File: src/rtl/sobel_stream_ctrl.sv
// Streaming 3x3 Sobel sequencer: two line buffers, a window register and a registered output stage.
// Optional build macro SOBEL_BYPASS_EN adds bypass_i to emit the window centre pixel instead.
module sobel_core #(
  parameter int PIXEL_WIDTH = 8
) (
  input  logic [PIXEL_WIDTH-1:0] pix0_0,
  input  logic [PIXEL_WIDTH-1:0] pix0_1,
  input  logic [PIXEL_WIDTH-1:0] pix0_2,
  input  logic [PIXEL_WIDTH-1:0] pix1_0,
  input  logic [PIXEL_WIDTH-1:0] pix1_1,
  input  logic [PIXEL_WIDTH-1:0] pix1_2,
  input  logic [PIXEL_WIDTH-1:0] pix2_0,
  input  logic [PIXEL_WIDTH-1:0] pix2_1,
  input  logic [PIXEL_WIDTH-1:0] pix2_2,
  output logic [PIXEL_WIDTH-1:0] mag
);
  localparam int GW = PIXEL_WIDTH + 4;
  localparam logic [GW-1:0] PIX_MAX = {4'b0000, {PIXEL_WIDTH{1'b1}}};

  logic signed [GW-1:0] gx, gy;
  logic [GW-1:0] ax, ay, sum;

  function automatic logic signed [GW-1:0] ext(input logic [PIXEL_WIDTH-1:0] p);
    return $signed({4'b0000, p});
  endfunction

  // |gx| + |gy| with saturation to the pixel range
  always_comb begin
    gx  = (ext(pix0_2) + (ext(pix1_2) <<< 1) + ext(pix2_2))
        - (ext(pix0_0) + (ext(pix1_0) <<< 1) + ext(pix2_0));
    gy  = (ext(pix2_0) + (ext(pix2_1) <<< 1) + ext(pix2_2))
        - (ext(pix0_0) + (ext(pix0_1) <<< 1) + ext(pix0_2));
    ax  = gx[GW-1] ? $unsigned(-gx) : $unsigned(gx);
    ay  = gy[GW-1] ? $unsigned(-gy) : $unsigned(gy);
    sum = ax + ay;
    mag = (sum > PIX_MAX) ? {PIXEL_WIDTH{1'b1}} : sum[PIXEL_WIDTH-1:0];
  end
endmodule

module sobel_stream_ctrl #(
  parameter int PIXEL_WIDTH = 8,
  parameter int IMG_WIDTH   = 8,
  parameter int IMG_HEIGHT  = 8
) (
  input  logic                   clk_i,
  input  logic                   rst_i,
  input  logic                   in_valid_i,
  output logic                   in_ready_o,
  input  logic [PIXEL_WIDTH-1:0] in_pixel_i,
  input  logic                   in_sof_i,
  output logic                   out_valid_o,
  input  logic                   out_ready_i,
  output logic [PIXEL_WIDTH-1:0] out_pixel_o,
  output logic                   out_sof_o,
  output logic                   out_eol_o,
  output logic                   frame_done_o,
  output logic                   frame_err_o
`ifdef SOBEL_BYPASS_EN
  ,
  input  logic                   bypass_i
`endif
);
  localparam int CW = (IMG_WIDTH > 1) ? $clog2(IMG_WIDTH) : 1;
  localparam int RW = (IMG_HEIGHT > 1) ? $clog2(IMG_HEIGHT) : 1;
  localparam logic [CW-1:0] COL_LAST = CW'(IMG_WIDTH - 1);
  localparam logic [RW-1:0] ROW_LAST = RW'(IMG_HEIGHT - 1);

  localparam logic [1:0] IDLE = 2'd0;
  localparam logic [1:0] FILL = 2'd1;
  localparam logic [1:0] RUN  = 2'd2;

  logic [1:0]             state_q;
  logic [RW-1:0]          row_q, cur_row, nxt_row;
  logic [CW-1:0]          col_q, cur_col, nxt_col;
  logic                   accept, take, restart;
  logic                   run_pos, last_pos, col_wrap, nxt_run;
  logic [PIXEL_WIDTH-1:0] lb0 [IMG_WIDTH];
  logic [PIXEL_WIDTH-1:0] lb1 [IMG_WIDTH];
  logic [PIXEL_WIDTH-1:0] win_q [3][3];
  logic [PIXEL_WIDTH-1:0] win_c [3][3];
  logic [PIXEL_WIDTH-1:0] sobel_mag, out_next;

  assign in_ready_o = !out_valid_o || out_ready_i;
  assign accept     = in_valid_i && in_ready_o;
  assign restart    = accept && in_sof_i;
  // In IDLE only a start-of-frame pixel is stored; anything else is dropped
  assign take       = accept && (in_sof_i || (state_q != IDLE));

  always_comb begin
    cur_row  = in_sof_i ? '0 : row_q;
    cur_col  = in_sof_i ? '0 : col_q;
    run_pos  = (cur_row >= RW'(2)) && (cur_col >= CW'(2));
    col_wrap = (cur_col == COL_LAST);
    last_pos = (cur_row == ROW_LAST) && col_wrap;
    nxt_col  = col_wrap ? '0 : cur_col + CW'(1);
    nxt_row  = col_wrap ? cur_row + RW'(1) : cur_row;
    nxt_run  = (nxt_row >= RW'(2)) && (nxt_col >= CW'(2));
  end

  // Shifted window columns plus the column formed from the line buffers and the new pixel
  always_comb begin
    for (int r = 0; r < 3; r++) begin
      for (int c = 0; c < 2; c++) begin
        win_c[r][c] = win_q[r][c+1];
      end
    end
    win_c[0][2] = lb0[cur_col];
    win_c[1][2] = lb1[cur_col];
    win_c[2][2] = in_pixel_i;
  end

  sobel_core #(.PIXEL_WIDTH(PIXEL_WIDTH)) u_core (
    .pix0_0(win_c[0][0]), .pix0_1(win_c[0][1]), .pix0_2(win_c[0][2]),
    .pix1_0(win_c[1][0]), .pix1_1(win_c[1][1]), .pix1_2(win_c[1][2]),
    .pix2_0(win_c[2][0]), .pix2_1(win_c[2][1]), .pix2_2(win_c[2][2]),
    .mag   (sobel_mag)
  );

`ifdef SOBEL_BYPASS_EN
  assign out_next = bypass_i ? win_c[1][1] : sobel_mag;
`else
  assign out_next = sobel_mag;
`endif

  always_ff @(posedge clk_i or posedge rst_i) begin
    if (rst_i) begin
      state_q      <= IDLE;
      row_q        <= '0;
      col_q        <= '0;
      frame_done_o <= 1'b0;
      frame_err_o  <= 1'b0;
    end else begin
      frame_done_o <= take && last_pos;
      frame_err_o  <= restart && (state_q != IDLE);
      if (take) begin
        if (last_pos) begin
          state_q <= IDLE;
          row_q   <= '0;
          col_q   <= '0;
        end else begin
          state_q <= nxt_run ? RUN : FILL;
          row_q   <= nxt_row;
          col_q   <= nxt_col;
        end
      end
    end
  end

  // Single output stage; accept is only possible when this register is free or draining
  always_ff @(posedge clk_i or posedge rst_i) begin
    if (rst_i) begin
      out_valid_o <= 1'b0;
      out_pixel_o <= '0;
      out_sof_o   <= 1'b0;
      out_eol_o   <= 1'b0;
    end else if (take && run_pos) begin
      out_valid_o <= 1'b1;
      out_pixel_o <= out_next;
      out_sof_o   <= (cur_row == RW'(2)) && (cur_col == CW'(2));
      out_eol_o   <= col_wrap;
    end else if (out_ready_i) begin
      out_valid_o <= 1'b0;
    end
  end

  always_ff @(posedge clk_i) begin
    if (take) begin
      lb0[cur_col] <= lb1[cur_col];
      lb1[cur_col] <= in_pixel_i;
      for (int r = 0; r < 3; r++) begin
        for (int c = 0; c < 3; c++) begin
          win_q[r][c] <= win_c[r][c];
        end
      end
    end
  end
endmodule

File: config.mk
export PLATFORM = sky130hd
export DESIGN_NAME = sobel_stream_ctrl
export DESIGN_NICKNAME = d
export VERILOG_FILES = /design/src/rtl/sobel_stream_ctrl.sv
export SDC_FILE = /design/constraint.sdc
export NUM_CORES = 1
export LEC_CHECK = 0
export BUFFER_PORTS_ARGS = -buffer_cell sky130_fd_sc_hd__buf_2
export CAP_MARGIN = 20
export CORE_MARGIN = 5
export CORE_UTILIZATION = 55
export CTS_BUF_LIST = sky130_fd_sc_hd__clkbuf_8
export DETAILED_ROUTE_END_ITERATION = 16
export GPL_TIMING_DRIVEN = 0
export PLACE_DENSITY_LB_ADDON = 0.08
export SLEW_MARGIN = 20
export SYNTH_ARGS = -nofsm -noshare
export SYNTH_HDL_FRONTEND = slang
export SYNTH_SLANG_ARGS = --single-unit
File: constraint.sdc
create_clock -name clk_i -period 9.1 [get_ports clk_i]
set_clock_uncertainty 0.05 [all_clocks]
set_input_delay 0.455 -clock clk_i [delete_from_list [all_inputs] [get_ports clk_i]]
set_output_delay 0.455 -clock clk_i [all_outputs]
set_load 0.005 [all_outputs]
==> results by group <==
Routing
  – Routed length on met2: 12300 µm
  – Met3 Wirelength: 641 µm
  – M1 WL: 9610 µm
  – Pre-Repair DR Iteration Count: 4
  – Routed vias/inst: 5.59
  – Routed length per instance: 18.9 µm
  – Antenna viol nets, final: 0
  – Highest routed layer: met4
  – Initial DRC count: 313
  – Vias: 6737
  – Total wire length: 22800 µm
  – DR DRC count: 0

Cells and area
  – Final nets: 1050
  – Antenna Cells: 0
  – Share of cells above drive strength 1: 0.154
  – Area Overhead vs Synth: 11.0%
  – Layout Cells excl Fill: 1206

Run status
  – Status: finished clean

Hold path
  – Worst Hold Class: in2async

STA
  – # setup viols final: 0
  – Final period util: 0.938
  – Least-Margin Pin Slew: 0.947 ns
  – Slew HR: 0.369
  – Setup TNS: 0 ns
  – Final hold vios: 0
  – Slew Viols, Final: 0
  – Min Tclk post-route: 8.53 ns
  – Min Hold Slack: 0.0651 ns
  – F_max: 0.117 GHz

Place
  – PortBufs: 26
  – Placed Cells: 1168
  – Gpl congestion: 0.818
  – DP Wirelength: 17600 µm

Setup path
  – FF-to-FF path depth: 31
  – Critical path arrival: 8.84 ns
  – Crit end category: flop
  – Crit path kind: reg2reg
  – R2R Path End: out_pixel_o[2]$_DFFE_PP0P_
  – Most used cell, CP: a21oi_1
  – Crit-path slowest cell: a221oi_2
  – CP peak stage delay: 0.57 ns
  – WP data required: 9.41 ns
  – Flop-to-flop setup slack: 0.57 ns
  – Crit-path max FO: 10
  – Crit start category: flop
  – Crit Reg-Reg Startpoint: col_q[2]$_DFFE_PP0P_

Floorplan
  – Full die area: 23100 µm²
  – Die X: 152 µm
  – Initial Util: 0.553
  – Chip Height: 152 µm
  – Standard-cell rows: 52
  – Placeable Area: 20000 µm²
  – # IOs: 27

CTS
  – CTS Sinks: 197
  – CTS Buf Count: 17
  – CTS tree: built
  – Htree depth: 4
  – Hold-fix buffers, CTS: 0
  – Reg clk slew, reported paths: 0.11 ns
  – Worst-Skew Late Latency: 0.48 ns
  – Max Buffers Root-to-Sink: 2
  – Clock root buffer: clkbuf_8

Synthesis
  – Synth warn: 0
  – Post-synth EDFFs: 176
  – Synthesized Nets: 983
  – Yosys top cell area share: 0.477
  – Syn avg cell area: 13.0 µm²
  – Synthesized cell area: 11100 µm²
  – Syn Inst Count: 856
  – Top FF cell, synth: edfxtp_1
  – Sequential share of the synthesized area: 0.524
  – Library cells used by synthesis: 65
  – Most instantiated cells after synthesis: edfxtp_1 (176), inv_1 (98), ha_1 (77)
  – Async SR Flop Fraction: 0.107
  – Synth area leader: edfxtp_1
  – Most numerous cell in the Yosys netlist: edfxtp_1
  – Top post-synthesis cells by area: edfxtp_1 (48%), ha_1 (8.7%), fa_1 (6.7%), dfrtp_1 (4.7%), xnor2_1 (4.1%)
  – Synthesized flop and latch total: 197

Global routing
  – GRT Total Usage: 0.202
  – Pin count of the biggest net entering global routing: 58
  – Vias in the first global route: 7208
  – First-pass GRT wire length: 37100 µm
  – Remaining global-route overflow: 0
  – Initial antenna violation count: 0

Job
  – Max-Cap Viols: 0
[kinds of logic after synthesis]
family / Yosys count / synth area share
DFF: 197 / 0.524
AOI/OAI and AO/OA: 151 / 0.0924
xor gates and xnor gates: 68 / 0.0537
buffers and inverters: 114 / 0.0388
muxes: 49 / 0.0625
adders and majority gates: 114 / 0.154
and+or+nand+nor: 163 / 0.0747
[sequential cells by signal, indices dropped and copies added (netlist names), 2 cells and up]
| signal | cells |
|---|---|
| col_q | 3 |
| lb0 | 64 |
| state_q | 2 |
| out_pixel_o | 8 |
| win_q | 48 |
| lb1 | 64 |
| row_q | 3 |
[routing by layer]
| layer | up-vias | GRT usage |
|---|---|---|
| li1 | 3246 | - |
| met1 | 3360 | 0.251 |
| met2 | 109 | 0.372 |
| met3 | 22 | 0.0301 |
| met4 | 0 | 0.0497 |
| met5 | - | 0 |
[area by class of cell]
cell class | instances | area, µm²
fill | 1587 | 7730
sequential | 197 | 5810
multi-input combinational | 545 | 4960
inverter | 99 | 372
tap | 270 | 338
timing repair buffer | 48 | 304
clock buffer | 17 | 234
clock inverter | 15 | 206
buffer | 15 | 83.8
[timing repair]
action | in CTS | in global routing
hold endpoints to repair | 0 | 0
buffers inserted | 2 | 3
setup endpoints to repair | 8 | 8
pin swaps | 2 | 2
gates resized for setup | 18 | 11
[worst max-delay path: cells and delay by family (launching register included)]
family | cells | cell delay (ns)
compound gates | 13 | 2.86
flops | 1 | 0.48
buf+inv | 5 | 1.36
mux | 1 | 0.34
simple gates | 6 | 1.05
xor+xnor | 1 | 0.26
fa+ha+maj | 5 | 2.00
[worst max-delay path by stage]
stage | startpoint | end | slack (ns) | cells past startpoint
finish | col_q[2]$_DFFE_PP0P_ | out_pixel_o[2]$_DFFE_PP0P_ | 0.57 | 31
global route | col_q[2]$_DFFE_PP0P_ | out_pixel_o[2]$_DFFE_PP0P_ | -0.02 | 31
CTS | col_q[0]$_DFFE_PP0P_ | out_pixel_o[2]$_DFFE_PP0P_ | 0.05 | 34
detailed placement | in_sof_i | out_pixel_o[2]$_DFFE_PP0P_ | -1.59 | 34
global placement | in_sof_i | out_pixel_o[2]$_DFFE_PP0P_ | -2.08 | 33
floorplan | in_sof_i | out_pixel_o[2]$_DFFE_PP0P_ | 0.31 | 32
[cell usage in the layout (no fill, tap or decap), drive strengths merged, types with 3 or more instances in the layout]
master,n
o21bai,11
o31ai,3
a21oi,42
fa,37
a31oi,10
inv,109
o221ai,7
nand3,13
mux4,16
o41ai,3
ha,77
o21ai,28
mux2i,31
nor2b,13
xor2,16
edfxtp,176
and2,5
or4,4
o21a,7
nand4,3
nand2b,9
nor3,12
clkbuf,30
or3,3
nor2,45
buf,50
dfrtp,21
or2,4
nand2,39
a21o,9
nor3b,3
nor4,4
a221oi,11
xnor2,52
clkinv,5
[stage by stage]
step	util	instance area, µm²	setup slack, ns
after floorplan	-	11100	0.307
final	0.614	12300	0.568
after CTS	0.611	12300	0.0543
after global placement	0.577	11600	-2.08
after global routing	0.614	12300	-0.0190
after detailed placement	0.585	11700	-1.59
Power is left out: the tool's default activity adds up to more than one toggle a clock period on the data nets, which glitch-free logic cannot reach.
